### config.mk
export PLATFORM = sky130hd
export DESIGN_NAME = axis_frame_fifo
export DESIGN_NICKNAME = d
export VERILOG_FILES = /design/src/rtl/axis_fifo_pkg.sv /design/src/rtl/axis_fifo_mem.sv /design/src/rtl/axis_frame_fifo.sv
export SDC_FILE = /design/constraint.sdc
export NUM_CORES = 1
export LEC_CHECK = 0
export CORE_ASPECT_RATIO = 0.75
export CORE_MARGIN = 1
export CORE_UTILIZATION = 47
export DETAILED_ROUTE_END_ITERATION = 16
export HOLD_SLACK_MARGIN = 0.15
export PLACE_DENSITY = 0.65
export REMOVE_ABC_BUFFERS = 1
export SYNTH_ARGS = -nofsm -noshare
export SYNTH_HDL_FRONTEND = slang
export SYNTH_SLANG_ARGS = --single-unit
### constraint.sdc
create_clock -name clk -period 6.1 [get_ports clk]
set_clock_uncertainty 0.05 [all_clocks]
set_input_delay 1.525 -clock clk [delete_from_list [all_inputs] [get_ports clk]]
set_output_delay 1.525 -clock clk [all_outputs]
set_load 0.01 [all_outputs]
### src/rtl/axis_fifo_pkg.sv
// Shared types for the AXIS store-and-forward frame FIFO: field widths,
// the stored entry layout and the input-side state encoding.
package axis_fifo_pkg;

  localparam int AXIS_DATA_W = 8;
  localparam int AXIS_DEST_W = 4;
  localparam int AXIS_ID_W   = 2;
  localparam int AXIS_USER_W = 4;

  typedef struct packed {
    logic                   tlast;
    logic [AXIS_USER_W-1:0] tuser;
    logic [AXIS_ID_W-1:0]   tid;
    logic [AXIS_DEST_W-1:0] tdest;
    logic [AXIS_DATA_W-1:0] tdata;
  } axis_entry_t;

  typedef enum logic [0:0] {
    ACCEPT = 1'b0,
    DROP   = 1'b1
  } in_state_t;

endpackage

### src/rtl/axis_fifo_mem.sv
// Simple dual-port entry RAM: synchronous write, asynchronous read so the
// FIFO head is visible in the same cycle (first-word fall-through).
module axis_fifo_mem
  import axis_fifo_pkg::*;
#(
  parameter  int DEPTH = 64,
  localparam int AW    = $clog2(DEPTH)
) (
  input  logic          clk,
  input  logic          we,
  input  logic [AW-1:0] waddr,
  input  axis_entry_t   wdata,
  input  logic [AW-1:0] raddr,
  output axis_entry_t   rdata
);

  axis_entry_t mem_r [DEPTH];

  // Entry write port.
  always_ff @(posedge clk) begin
    if (we) begin
      mem_r[waddr] <= wdata;
    end
  end

  assign rdata = mem_r[raddr];

endmodule

### src/rtl/axis_frame_fifo.sv
// Store-and-forward AXIS byte-frame FIFO. Frames become visible only once
// their tlast byte is stored; frames that do not fit are dropped whole.
module axis_frame_fifo
  import axis_fifo_pkg::*;
#(
  parameter  int DEPTH      = 64,
  parameter  int DROP_CNT_W = 8,
  localparam int AW         = $clog2(DEPTH)
) (
  input  logic                   clk,
  input  logic                   resn,
  input  logic [AXIS_DATA_W-1:0] s_tdata,
  input  logic [AXIS_DEST_W-1:0] s_tdest,
  input  logic [AXIS_ID_W-1:0]   s_tid,
  input  logic [AXIS_USER_W-1:0] s_tuser,
  input  logic                   s_tvalid,
  input  logic                   s_tlast,
  output logic                   s_tready,
  output logic [AXIS_DATA_W-1:0] m_tdata,
  output logic [AXIS_DEST_W-1:0] m_tdest,
  output logic [AXIS_ID_W-1:0]   m_tid,
  output logic [AXIS_USER_W-1:0] m_tuser,
  output logic                   m_tvalid,
  output logic                   m_tlast,
  input  logic                   m_tready,
  output logic [AW:0]            frame_count,
  output logic [AW:0]            fill_level,
  output logic [DROP_CNT_W-1:0]  drop_count,
  output logic                   overflow_pulse
);

  localparam logic [AW:0]           PTR_ONE  = (AW+1)'(1);
  localparam logic [AW:0]           FULL_LVL = (AW+1)'(DEPTH);
  localparam logic [DROP_CNT_W-1:0] DROP_ONE = DROP_CNT_W'(1);
  localparam logic [DROP_CNT_W-1:0] DROP_MAX = {DROP_CNT_W{1'b1}};

  logic [AW:0]           wr_ptr_r, wr_commit_r, rd_ptr_r;
  logic [AW:0]           frame_count_r, fill_level_r;
  logic [DROP_CNT_W-1:0] drop_count_r;
  logic                  s_tready_r, m_tvalid_r, overflow_r;
  in_state_t             state_r;

  logic [AW:0] wr_ptr_n_s, wr_commit_n_s, rd_ptr_n_s, frame_count_n_s;
  in_state_t   state_n_s;
  logic        in_hs_s, out_hs_s, full_s, mem_we_s, commit_s, drop_s;
  axis_entry_t wr_entry_s, rd_entry_s;

  assign in_hs_s  = s_tvalid & s_tready_r;
  assign out_hs_s = m_tvalid_r & m_tready;
  // Full is judged on pre-edge pointers, so a same-cycle read does not rescue a write.
  assign full_s   = ((wr_ptr_r - rd_ptr_r) == FULL_LVL);

  assign wr_entry_s = '{tlast: s_tlast, tuser: s_tuser, tid: s_tid,
                        tdest: s_tdest, tdata: s_tdata};

  axis_fifo_mem #(.DEPTH(DEPTH)) u_mem (
    .clk   (clk),
    .we    (mem_we_s),
    .waddr (wr_ptr_r[AW-1:0]),
    .wdata (wr_entry_s),
    .raddr (rd_ptr_r[AW-1:0]),
    .rdata (rd_entry_s)
  );

  // Input-side decisions: store, commit or drop the incoming byte.
  always_comb begin
    wr_ptr_n_s    = wr_ptr_r;
    wr_commit_n_s = wr_commit_r;
    state_n_s     = state_r;
    mem_we_s      = 1'b0;
    commit_s      = 1'b0;
    drop_s        = 1'b0;
    case (state_r)
      ACCEPT: begin
        if (in_hs_s && full_s) begin
          drop_s      = 1'b1;
          wr_ptr_n_s  = wr_commit_r;
          state_n_s   = s_tlast ? ACCEPT : DROP;
        end else if (in_hs_s) begin
          mem_we_s    = 1'b1;
          wr_ptr_n_s  = wr_ptr_r + PTR_ONE;
          if (s_tlast) begin
            commit_s      = 1'b1;
            wr_commit_n_s = wr_ptr_r + PTR_ONE;
          end else begin
            commit_s      = 1'b0;
          end
        end else begin
          mem_we_s    = 1'b0;
        end
      end
      DROP: begin
        if (in_hs_s && s_tlast) begin
          state_n_s = ACCEPT;
        end else begin
          state_n_s = DROP;
        end
      end
      default: begin
        state_n_s = ACCEPT;
      end
    endcase
  end

  // Read pointer and frame count follow both handshakes on the same edge.
  always_comb begin
    rd_ptr_n_s      = out_hs_s ? (rd_ptr_r + PTR_ONE) : rd_ptr_r;
    frame_count_n_s = frame_count_r;
    case ({commit_s, out_hs_s & rd_entry_s.tlast})
      2'b10:   frame_count_n_s = frame_count_r + PTR_ONE;
      2'b01:   frame_count_n_s = frame_count_r - PTR_ONE;
      default: frame_count_n_s = frame_count_r;
    endcase
  end

  // Pointer, counter, state and status registers.
  always_ff @(posedge clk or negedge resn) begin
    if (!resn) begin
      wr_ptr_r      <= '0;
      wr_commit_r   <= '0;
      rd_ptr_r      <= '0;
      frame_count_r <= '0;
      fill_level_r  <= '0;
      drop_count_r  <= '0;
      s_tready_r    <= 1'b0;
      m_tvalid_r    <= 1'b0;
      overflow_r    <= 1'b0;
      state_r       <= ACCEPT;
    end else begin
      wr_ptr_r      <= wr_ptr_n_s;
      wr_commit_r   <= wr_commit_n_s;
      rd_ptr_r      <= rd_ptr_n_s;
      frame_count_r <= frame_count_n_s;
      fill_level_r  <= wr_commit_n_s - rd_ptr_n_s;
      s_tready_r    <= 1'b1;
      m_tvalid_r    <= (frame_count_n_s != '0);
      overflow_r    <= drop_s;
      state_r       <= state_n_s;
      if (drop_s && (drop_count_r != DROP_MAX)) begin
        drop_count_r <= drop_count_r + DROP_ONE;
      end else begin
        drop_count_r <= drop_count_r;
      end
    end
  end

  assign s_tready       = s_tready_r;
  assign m_tvalid       = m_tvalid_r;
  assign m_tdata        = m_tvalid_r ? rd_entry_s.tdata : '0;
  assign m_tdest        = m_tvalid_r ? rd_entry_s.tdest : '0;
  assign m_tid          = m_tvalid_r ? rd_entry_s.tid   : '0;
  assign m_tuser        = m_tvalid_r ? rd_entry_s.tuser : '0;
  assign m_tlast        = m_tvalid_r ? rd_entry_s.tlast : 1'b0;
  assign frame_count    = frame_count_r;
  assign fill_level     = fill_level_r;
  assign drop_count     = drop_count_r;
  assign overflow_pulse = overflow_r;

endmodule

[Yosys cells after proc, flatten, opt, wreduce, memory -nomap -nowiden]
Memories as Yosys holds them, arrays and structs flattened.
Cells that the tools add are included.
Operators by class
  eq/ne operators: 4
  bitwise operators: 4
  mux-type cells: 28
  reductions and logical operators: 6
  add/subtract/negate cells: 7
Operators by type and width (count)
  2-to-1 mux 7 bit: 7
  adder 7 x 1 -> 7 bit, second input constant: 3
  2-to-1 mux 1 bit: 15
  case mux 7 bit (2 select lines): 1
  subtractor 7 bit: 2
  adder 8 x 1 -> 8 bit, second input constant: 1
  2-to-1 mux 4 bit: 2
  2-to-1 mux 8 bit: 1
  != test 8 bit, second input constant: 1
  equality test 7 bit, second input constant: 1
  nonzero test 7 bit: 1
  subtractor 7 x 1 -> 7 bit, second input constant: 1
  bitwise AND 1 bit: 3
  logical AND 1 bit: 3
  equality test 2 x 1 -> 1 bit, second input constant: 1
  equality test 2 bit, second input constant: 1
  2-to-1 mux 2 bit: 1
  case mux 1 bit (2 select lines): 1
  AND reduction 2 bit: 1
  nonzero test 2 bit: 1
  NOT 1 bit: 1
Storage, ports and cells
  memories: 1
  input port bits: 23
  bits in writable memories: 1216
  logic and storage cells: 60
  output and inout bits: 44
  register bits after elaboration: 47
Memories
  u_mem.mem_r: words 64, bits a word 19, read ports 1, clocked after memory_dff 0, write ports 1, RTL line axis_fifo_mem.sv:17  | axis_entry_t mem_r [DEPTH];

[Longest topological paths before layout]
Gate-level depths: netlist of run 1.
  word-level depth: 8
  gate-level depth with buffers: 20
  gate-level depth less buffers: 16

[Cells and area by module]
A second synthesis of run 1 with hierarchy kept.
Unflattened totals
  cells, all modules: 2389
  area, all modules: 49596.3 sq um
Modules (own cells, without submodules)
  axis_fifo_mem: seq. area each 36515.0 sq um, instances 1, cells each 2094, area each 46733.6 sq um
  axis_frame_fifo: seq. area each 1176.1 sq um, instances 1, cells each 295, area each 2862.7 sq um

[Least setup slack after synthesis of run 1]
Ideal clock, no wire load.
  path kind: register to register
  start: reg rd_ptr_r[3]
  end: reg m_tvalid_r, in the netlist m_tvalid
  path slack: 1.570 ns
  data arrival time: 4.341 ns
  library setup time: 0.138 ns
  buffers on the path: 3
  period minus slack after synthesis: 4.530 ns
  data required time: 5.912 ns
  stages on the path, launching flop included: 19
  cells stage by stage: dfrtp_1 -> inv_1 -> buf_2 -> clkbuf_1 -> clkbuf_1 -> ha_1 -> nand4_1 -> a21oi_1 -> or4_4 -> a31oi_2 -> inv_1 -> ha_1 -> ha_1 -> nor2b_1 -> o21a_1 -> o21a_1 -> o211ai_1 -> xor2_1 -> nand4b_1
Between the ends
  cells in the longest elaborated chain, start to end: 8
  elaborated cells between the ends (all ways): 11
  classes of those cells: add/sub: 1; eq/ne: 3; mux: 3; bitwise: 1; reduce/logical: 2; memory: 1
RTL lines
  start: declaration: RTL line axis_frame_fifo.sv:37  | logic [AW:0] wr_ptr_r, wr_commit_r, rd_ptr_r;
  start signal: assignment: RTL line axis_frame_fifo.sv:132  | rd_ptr_r <= rd_ptr_n_s;
  subtractor 7 bit: RTL line axis_frame_fifo.sv:51  | assign full_s = ((wr_ptr_r - rd_ptr_r) == FULL_LVL);
  equality test 7 bit: RTL line axis_frame_fifo.sv:51
  logical AND 1 bit: RTL line axis_frame_fifo.sv:75  | if (in_hs_s && full_s) begin
  2-to-1 mux 1 bit: RTL line axis_frame_fifo.sv:75
  2-to-1 mux 1 bit: RTL line axis_frame_fifo.sv:73  | case (state_r)
  equality test 2 x 1 -> 1 bit or equality test 2 bit (tied branches): RTL line axis_frame_fifo.sv:109  | case ({commit_s, out_hs_s & rd_entry_s.tlast})
  case mux 7 bit (2 select lines) *: RTL line axis_frame_fifo.sv:109
  named net frame_count_n_s[6]: RTL line axis_frame_fifo.sv:43  | logic [AW:0] wr_ptr_n_s, wr_commit_n_s, rd_ptr_n_s, frame_count_n_s;
  nonzero test 7 bit *: RTL line axis_frame_fifo.sv:136  | m_tvalid_r <= (frame_count_n_s != '0);
  end signal: assignment: RTL line axis_frame_fifo.sv:136
  end: declaration: RTL line axis_frame_fifo.sv:40  | logic s_tready_r, m_tvalid_r, overflow_r;
Mark *: on every way through the listed nets, which the timed path passes. The rest lies on a longest branch.
A chain may end at the register's enable or synchronous reset.

[Worst setup path in the final report of run 1]
  start: reg rd_ptr_r[2]
  end: out m_tuser[3]
Between the ends
  cells in the longest elaborated chain, start to end: 2
RTL lines
  memory read (64 x 19 bit)
  2-to-1 mux 4 bit: RTL line axis_frame_fifo.sv:152  | assign m_tuser = m_tvalid_r ? rd_entry_s.tuser : '0;
  end: declaration: RTL line axis_frame_fifo.sv:22  | output logic [AXIS_USER_W-1:0] m_tuser,
Every way passes these cells.

==> flow_metrics.tcl, run 1 <==
set metrics [dict create \
    status "complete, but fails checks" \
    violations "setup timing" \
    nets 2587 \
    dpl.cell_count 3828 \
    start_util_pct 47.7 \
    syn_avg_cell_area_um2 21.2 \
    grt_pass1_wl_um 184000 \
    period_share_pct 100 \
    reg2reg_depth 15 \
    crit_arrival_ns 4.54 \
    antenna_left 0 \
    fp-row-count 102 \
    grt.overflow.total 0 \
    yosys_warnings 0 \
    power.share.switching_pct 32.5 \
    hpwlAfterDp_um 75400 \
    area_growth_pct 13.6 \
    remaining_drc_errors 0 \
    synth_area_mm2 0.0496 \
    fp.dieH_um 283 \
    required_ns 4.53 \
    fmax_mhz 164 \
    slew_headroom_pct 10.4 \
    final_common_cell "edfxtp_1" \
    routabilityCongestion 0.909 \
    antenna_found_initial 4 \
    via_per_inst 6.27 \
    cts_root_buf "clkbuf_16" \
    finalHoldViolCount 0 \
    cap_violations 0 \
    fin_ws_ns -0.0127 \
    critPathBufInv 2 \
    crit_type "flop to output port" \
    die_w_um 377 \
    hold_class "flop to flop" \
    setup_viol 1 \
    worst_pin_slew_ns 1.34 \
    synth.distinct_cells 70 \
    cts_sinks 1263 \
    synth_edf_count 1216 \
    p_comb_share_pct 33.4 \
    numCtsBuffers 114 \
    dominantRegCellSynth "edfxtp_1" \
    switchingPower_uw 8440 \
    p_leak_uw 0.0180 \
    reg2reg_from "rd_ptr_r[3]" \
    crit_family "compound AO/OA/AOI/OAI gates" \
    track_usage_pct 24.2 \
    final_cell_mix "edfxtp_1, mux4_2, buf_4" \
    cts_tree "yes" \
    ioPinCount 67 \
    core_mm2 0.104 \
    firstDrtPassIters 6 \
    clkTransAtPathRegs_ns 0.07 \
    vdd_ir_drop_max_uv 288 \
    rsz0062_at_grt "false" \
    cp_max_fo 98 \
    n_fill_cell 7871 \
    grt_pass1_vias 24796 \
    start_kind "flop" \
    fin_crit_ns 6.11 \
    vias 25345 \
    synthCells 2334 \
    clockBufferDepth 3 \
    min_to "drop_count[4]" \
    ys_ff_latch 1263 \
    drt_iter0_drc 3826 \
    wl_per_cell_um 31.7 \
    cts_htree_levels 3 \
    ff2ff_setup_slack_ns 0.97 \
    slowest_delay_ns 0.72 \
    critPathLaunch "rd_ptr_r[2]" \
    synthArstFlopShare_pct 3.72 \
    clock_latency_ns 0.72 \
    tns_ns -0.0127 \
    intPower_uw 17500 \
    fp.dieArea_mm2 0.107 \
    seq_power_share_pct 38.7 \
    crit_path_cell_trace "buf_12, mux4_2, mux2i_1, o31ai_1, a21oi_1, o311ai_1, clkdlybuf4s50_1" \
    seq_area_frac_synth_pct 76.1 \
    worstHoldStart "drop_count[4]" \
    cp-end-kind "output port" \
    slew_viol_final 0 \
    worstHoldPathCells 1 \
    cp_slowest_cell "o311ai_1" \
    grt_max_degree 99 \
    layout-drive-gt1-share_pct 28.5 \
    drt-total-wl_um 128000 \
    port_buffers 66 \
    power_density_mw_per_mm2 461 \
    p_clk_share_pct 27.9 \
    r2r-end "m_tvalid" \
    final_cells 4042 \
]
## layout make-up
type	instances	area (um^2)	area share [%]
clock buffers	130	2990	5.31
clock inverters	82	787	1.40
multi-input cells	927	11200	19.9
well taps	1404	1760	3.12
inverters	26	97.6	0.173
flip-flops and latches	1263	37700	67.0
repair buffers	209	1750	3.11
diodes	1	2.50	0.00445
## layer usage
| layer | part of all wire [%] | up-vias | wire, um | global-route usage [%] |
|---|---|---|---|---|
| met2 | 44 | 1474 | 56500 | 34.5 |
| li1 | - | 10130 | - | - |
| met5 | 0.020 | - | 26 | 0 |
| met1 | 42 | 13566 | 54100 | 37.2 |
| met4 | 1.9 | 4 | 2500 | 5.04 |
| met3 | 12 | 171 | 15100 | 7.08 |
## sequential cells by signal, summed over array words and instances (netlist names)
signal	cells
s_tready	1
rd_ptr_r	7
wr_commit_r	7
wr_ptr_r	7
drop_count	8
fill_level	7
state_r	1
overflow_pulse	1
u_mem.mem_r	1216
m_tvalid	1
frame_count	7
## worst max path at each step
stage	slack, ns	cells after the start	endpoint
4_1_cts	0.04	8	m_tdata[0]
3_3_place_gp	0.43	8	m_tdata[6]
3_5_place_dp	0.47	9	m_tdata[0]
5_1_grt	0.006	7	m_tuser[3]
6_report	-0.01	7	m_tuser[3]
2_1_floorplan	-9.41	14	m_tvalid
## synth_stat cells, types with 3 or more instances
| master | instances | share of area, % |
|---|---|---|
| edfxtp_1 | 1216 | 74 |
| mux4_2 | 323 | 15 |
| nor2_1 | 116 | 0.88 |
| nand2_1 | 101 | 0.77 |
| dfrtp_1 | 47 | 2.4 |
| mux2i_1 | 43 | 0.87 |
| buf_2 | 36 | 0.36 |
| clkbuf_1 | 34 | 0.26 |
| a21oi_1 | 26 | 0.26 |
| nor3_1 | 25 | 0.25 |
| nand3_1 | 24 | 0.24 |
| buf_4 | 23 | 0.35 |
| inv_1 | 23 | 0.17 |
| a31oi_1 | 22 | 0.28 |
| ha_1 | 21 | 0.53 |
| xnor2_1 | 19 | 0.34 |
| o21ai_0 | 18 | 0.18 |
| o22ai_1 | 17 | 0.21 |
| a22oi_1 | 16 | 0.24 |
| mux2_2 | 14 | 0.32 |
| buf_6 | 12 | 0.27 |
| nand4_1 | 11 | 0.14 |
| o221ai_1 | 9 | 0.16 |
| xor2_1 | 9 | 0.16 |
| and3_1 | 8 | 0.10 |
| buf_1 | 8 | 0.061 |
| nand2b_1 | 8 | 0.10 |
| nor2_2 | 8 | 0.10 |
| nor2b_1 | 8 | 0.10 |
| a22o_1 | 7 | 0.12 |
| nor4_1 | 6 | 0.076 |
| a211oi_1 | 5 | 0.076 |
| and2_1 | 5 | 0.063 |
| o211ai_1 | 5 | 0.076 |
| o31ai_1 | 5 | 0.076 |
| or3_1 | 4 | 0.050 |
| a221oi_1 | 3 | 0.053 |
| buf_8 | 3 | 0.091 |
| nand3b_1 | 3 | 0.045 |
| o21bai_1 | 3 | 0.045 |
## what timing repair did
| item | in CTS | in global routing |
|---|---|---|
| hold buffers | 0 | 0 |
| gates resized for setup | 3 | 5 |
| setup buffers | 1 | 0 |
| pin swaps | 0 | 0 |
| endpoints found under the setup margin | 7 | 5 |
## power by group through the flow
stage | Clock (uW) | Combinational, uW | Sequential (uW)
floorplan | 0 | 4730 | 10700
global placement | 0 | 8420 | 10200
detailed placement | 0 | 8500 | 10200
CTS | 7340 | 8610 | 10000
global route | 7670 | 9150 | 10100
finish | 7240 | 8680 | 10000
## logic make-up (layout without fill, tap and decap cells)
logic type / count (synthesis) / count (layout) / synth area share, %
flops: 1263 / 1263 / 76.1
other cells: 1 / 2 / 0.00757
fa+ha+maj: 23 / 23 / 0.611
simple gates: 335 / 335 / 3.06
xor+xnor: 28 / 28 / 0.495
mux: 381 / 381 / 15.9
compound gates: 159 / 159 / 2.19
buf+inv: 144 / 447 / 1.67
## through the flow
step	hold WS, ns	instance area [um^2]	worst slack (ns)	utilization, %	total power [uW]
after floorplan	0.431	48800	-9.41	-	15400
after global placement	0.428	52500	0.431	50.5	18600
after detailed placement	0.429	52500	0.474	50.5	18700
after CTS	0.443	56300	0.0361	54.2	26000
after global routing	0.472	56300	0.00638	54.2	26900
final	0.445	56300	-0.0127	54.2	26000
Power figures use the tool's default switching activity.
==> run 2: changes to the inputs <==
- PLACE_DENSITY: 0.65 -> 0.67
- SLEW_MARGIN: default -> 10
- clock period: 6.1 -> 5 ns (I/O delays scaled with it)
==> run 2 against run 1 <==
The run still ends with setup timing left. Routed wire length rose by 2.7%. Count of clock-buffer cells in the layout rose by 1. Worst hold slack improved by 0.021 ns. Register-to-register slack got worse by 0.64 ns. Sequential share of layout area fell by 2.0 points. First-iteration DRC count fell by 6.3%. Clock power rose by 27%. Final area rose by 3.1%. Cell count rose by 2.6%. Combinational power rose by 42%. Largest cell class unchanged. Largest power group is now combinational logic.
==> flow_metrics.tcl, run 2 (synthesis results as in run 1) <==
set metrics [dict create \
    status "complete, but fails checks" \
    violations "setup timing" \
    worst_pin_slew_ns 1.26 \
    port_buffers 66 \
    met2_length_um 58500 \
    slowest_delay_ns 0.52 \
    setup_viol 5 \
    drt_iter0_drc 3586 \
    start_kind "flop" \
    cts_sinks 1263 \
    regMostFlops "u_mem.mem_r" \
    power_density_mw_per_mm2 581 \
    slew_viol_final 0 \
    diodes 0 \
    cp_slowest_cell "clkdlybuf4s50_1" \
    die_w_um 377 \
    routabilityCongestion 0.928 \
    cp_max_fo 47 \
    antenna_left 0 \
    track_usage_pct 24.7 \
    dr_wl_met3_um 16300 \
    cts_root_buf "clkbuf_16" \
    power.share.switching_pct 32.5 \
    reg2reg_depth 15 \
    ff2ff_setup_slack_ns 0.33 \
    remaining_drc_errors 0 \
    required_ns 3.70 \
    fmax_mhz 195 \
    intPower_uw 22800 \
    wl_per_cell_um 31.8 \
    final_common_cell "edfxtp_1" \
    grt_pass1_wl_um 186000 \
    firstDrtPassIters 6 \
    via_per_inst 6.20 \
    ioPinCount 67 \
    hold_class "flop to flop" \
    cts_htree_levels 3 \
    area_growth_pct 17.1 \
    layout-drive-gt1-share_pct 33.3 \
    reg2reg_from "rd_ptr_r[5]" \
    drt-total-wl_um 132000 \
    numCtsBuffers 114 \
    clockBufferDepth 3 \
    dr.max_layer_used "met4" \
    p_leak_uw 0.0189 \
    holdBufCountCts 0 \
    clkTransAtPathRegs_ns 0.06 \
    clock_latency_ns 0.73 \
    fin_crit_ns 5.13 \
    r2r-end "m_tvalid" \
    vias 25699 \
    drt-met1-wl_um 53500 \
    crit_end "m_tlast" \
    critPathLaunch "rd_ptr_r[3]" \
    dpl-instance-area_mm2 0.0531 \
    fp.dieH_um 283 \
    vdd_ir_drop_max_uv 354 \
    design_area_mm2 0.0580 \
    p_comb_share_pct 36.5 \
    nets 2687 \
    cp-end-kind "output port" \
    seq_power_share_pct 36.2 \
    hpwlAfterDp_um 79800 \
    switchingPower_uw 10900 \
    core_mm2 0.104 \
    crit_type "flop to output port" \
    p_clk_share_pct 27.3 \
    crit_arrival_ns 3.83 \
    register_area_mm2 0.0377 \
    cap_violations 0 \
    period_share_pct 103 \
    fp-row-count 102 \
    largest_register_ff_count 1216 \
    grt_max_degree 66 \
    multi_input_area_mm2 0.0115 \
    grt.overflow.total 0 \
    final_cell_mix "edfxtp_1, mux4_2, buf_4" \
    cts_tree "yes" \
    fin_ws_ns -0.134 \
    antenna_found_initial 2 \
    crit_path_cell_trace "buf_12, nand3b_1, o221ai_1, a21oi_4, a31oi_4, a21oi_2, o32ai_2, buf_4, clkdlybuf4s50_1" \
    finalHoldViolCount 0 \
    power_uw 33700 \
    grt_pass1_vias 25374 \
    n_fill_cell 7726 \
    hold_ws_ns 0.465 \
    start_util_pct 47.7 \
    fp.dieArea_mm2 0.107 \
    slew_headroom_pct 15.9 \
    rsz0062_at_grt "true" \
]
[run 2: timing repair]
action                                  4_1_cts  5_1_grt
endpoints found under the setup margin       19       16
gates resized for setup                      58       48
pin swaps                                     2        4
gates cloned                                  4        3
setup buffers                                24       13
[run 2: worst min path at each step]
stage / startpoint / endpoint / depth (start not counted)
3_5_place_dp: drop_count[4] / drop_count[4] / 1
2_1_floorplan: wr_commit_r[0] / wr_ptr_r[0] / 2
3_3_place_gp: drop_count[4] / drop_count[4] / 1
6_report: drop_count[4] / drop_count[4] / 1
5_1_grt: drop_count[4] / drop_count[4] / 1
4_1_cts: drop_count[4] / drop_count[4] / 1
[run 2: layout make-up]
type | count | area share, %
Clock buffer | 131 | 5.17
Clock inverter | 86 | 1.63
Inverter | 26 | 0.175
Multi-Input combinational cell | 927 | 19.8
Sequential cell | 1263 | 65.0
Tap cell | 1404 | 3.03
Timing Repair Buffer | 309 | 5.21
[run 2: through the flow]
stage	setup TNS, ns	instances	utilization, %	setup WS [ns]
2_1_floorplan	-	2216	-	-10.51
3_3_place_gp	0	3885	51.1	0.195
3_5_place_dp	0	3885	51.1	0.158
4_1_cts	-0.908	4130	55.5	-0.164
5_1_grt	-0.660	4146	55.8	-0.133
6_report	-0.316	4146	55.8	-0.134
[run 2: per-layer routing]
metal / vias up / track usage [%]
li1: 10339 / -
met1: 13677 / 36.3
met2: 1490 / 35.5
met3: 193 / 8.39
met4: 0 / 6.47
met5: - / 0
[run 2: worst max-delay path: cells and delay by family (launching register included)]
family	cells	cell delay [ns]
flops	1	0.39
simple gates	1	0.32
compound gates	5	1.31
buf+inv	3	0.95
[run 2: power by group through the flow]
stage                     sequential, uW  clock (uW)  combinational [uW]
final                              12200        9190               12300
after global routing               12200        9690               12800
after CTS                          12200        9300               11800
after detailed placement           12500           0               11100
after global placement             12500           0               10900
after floorplan                    13000           0                5570
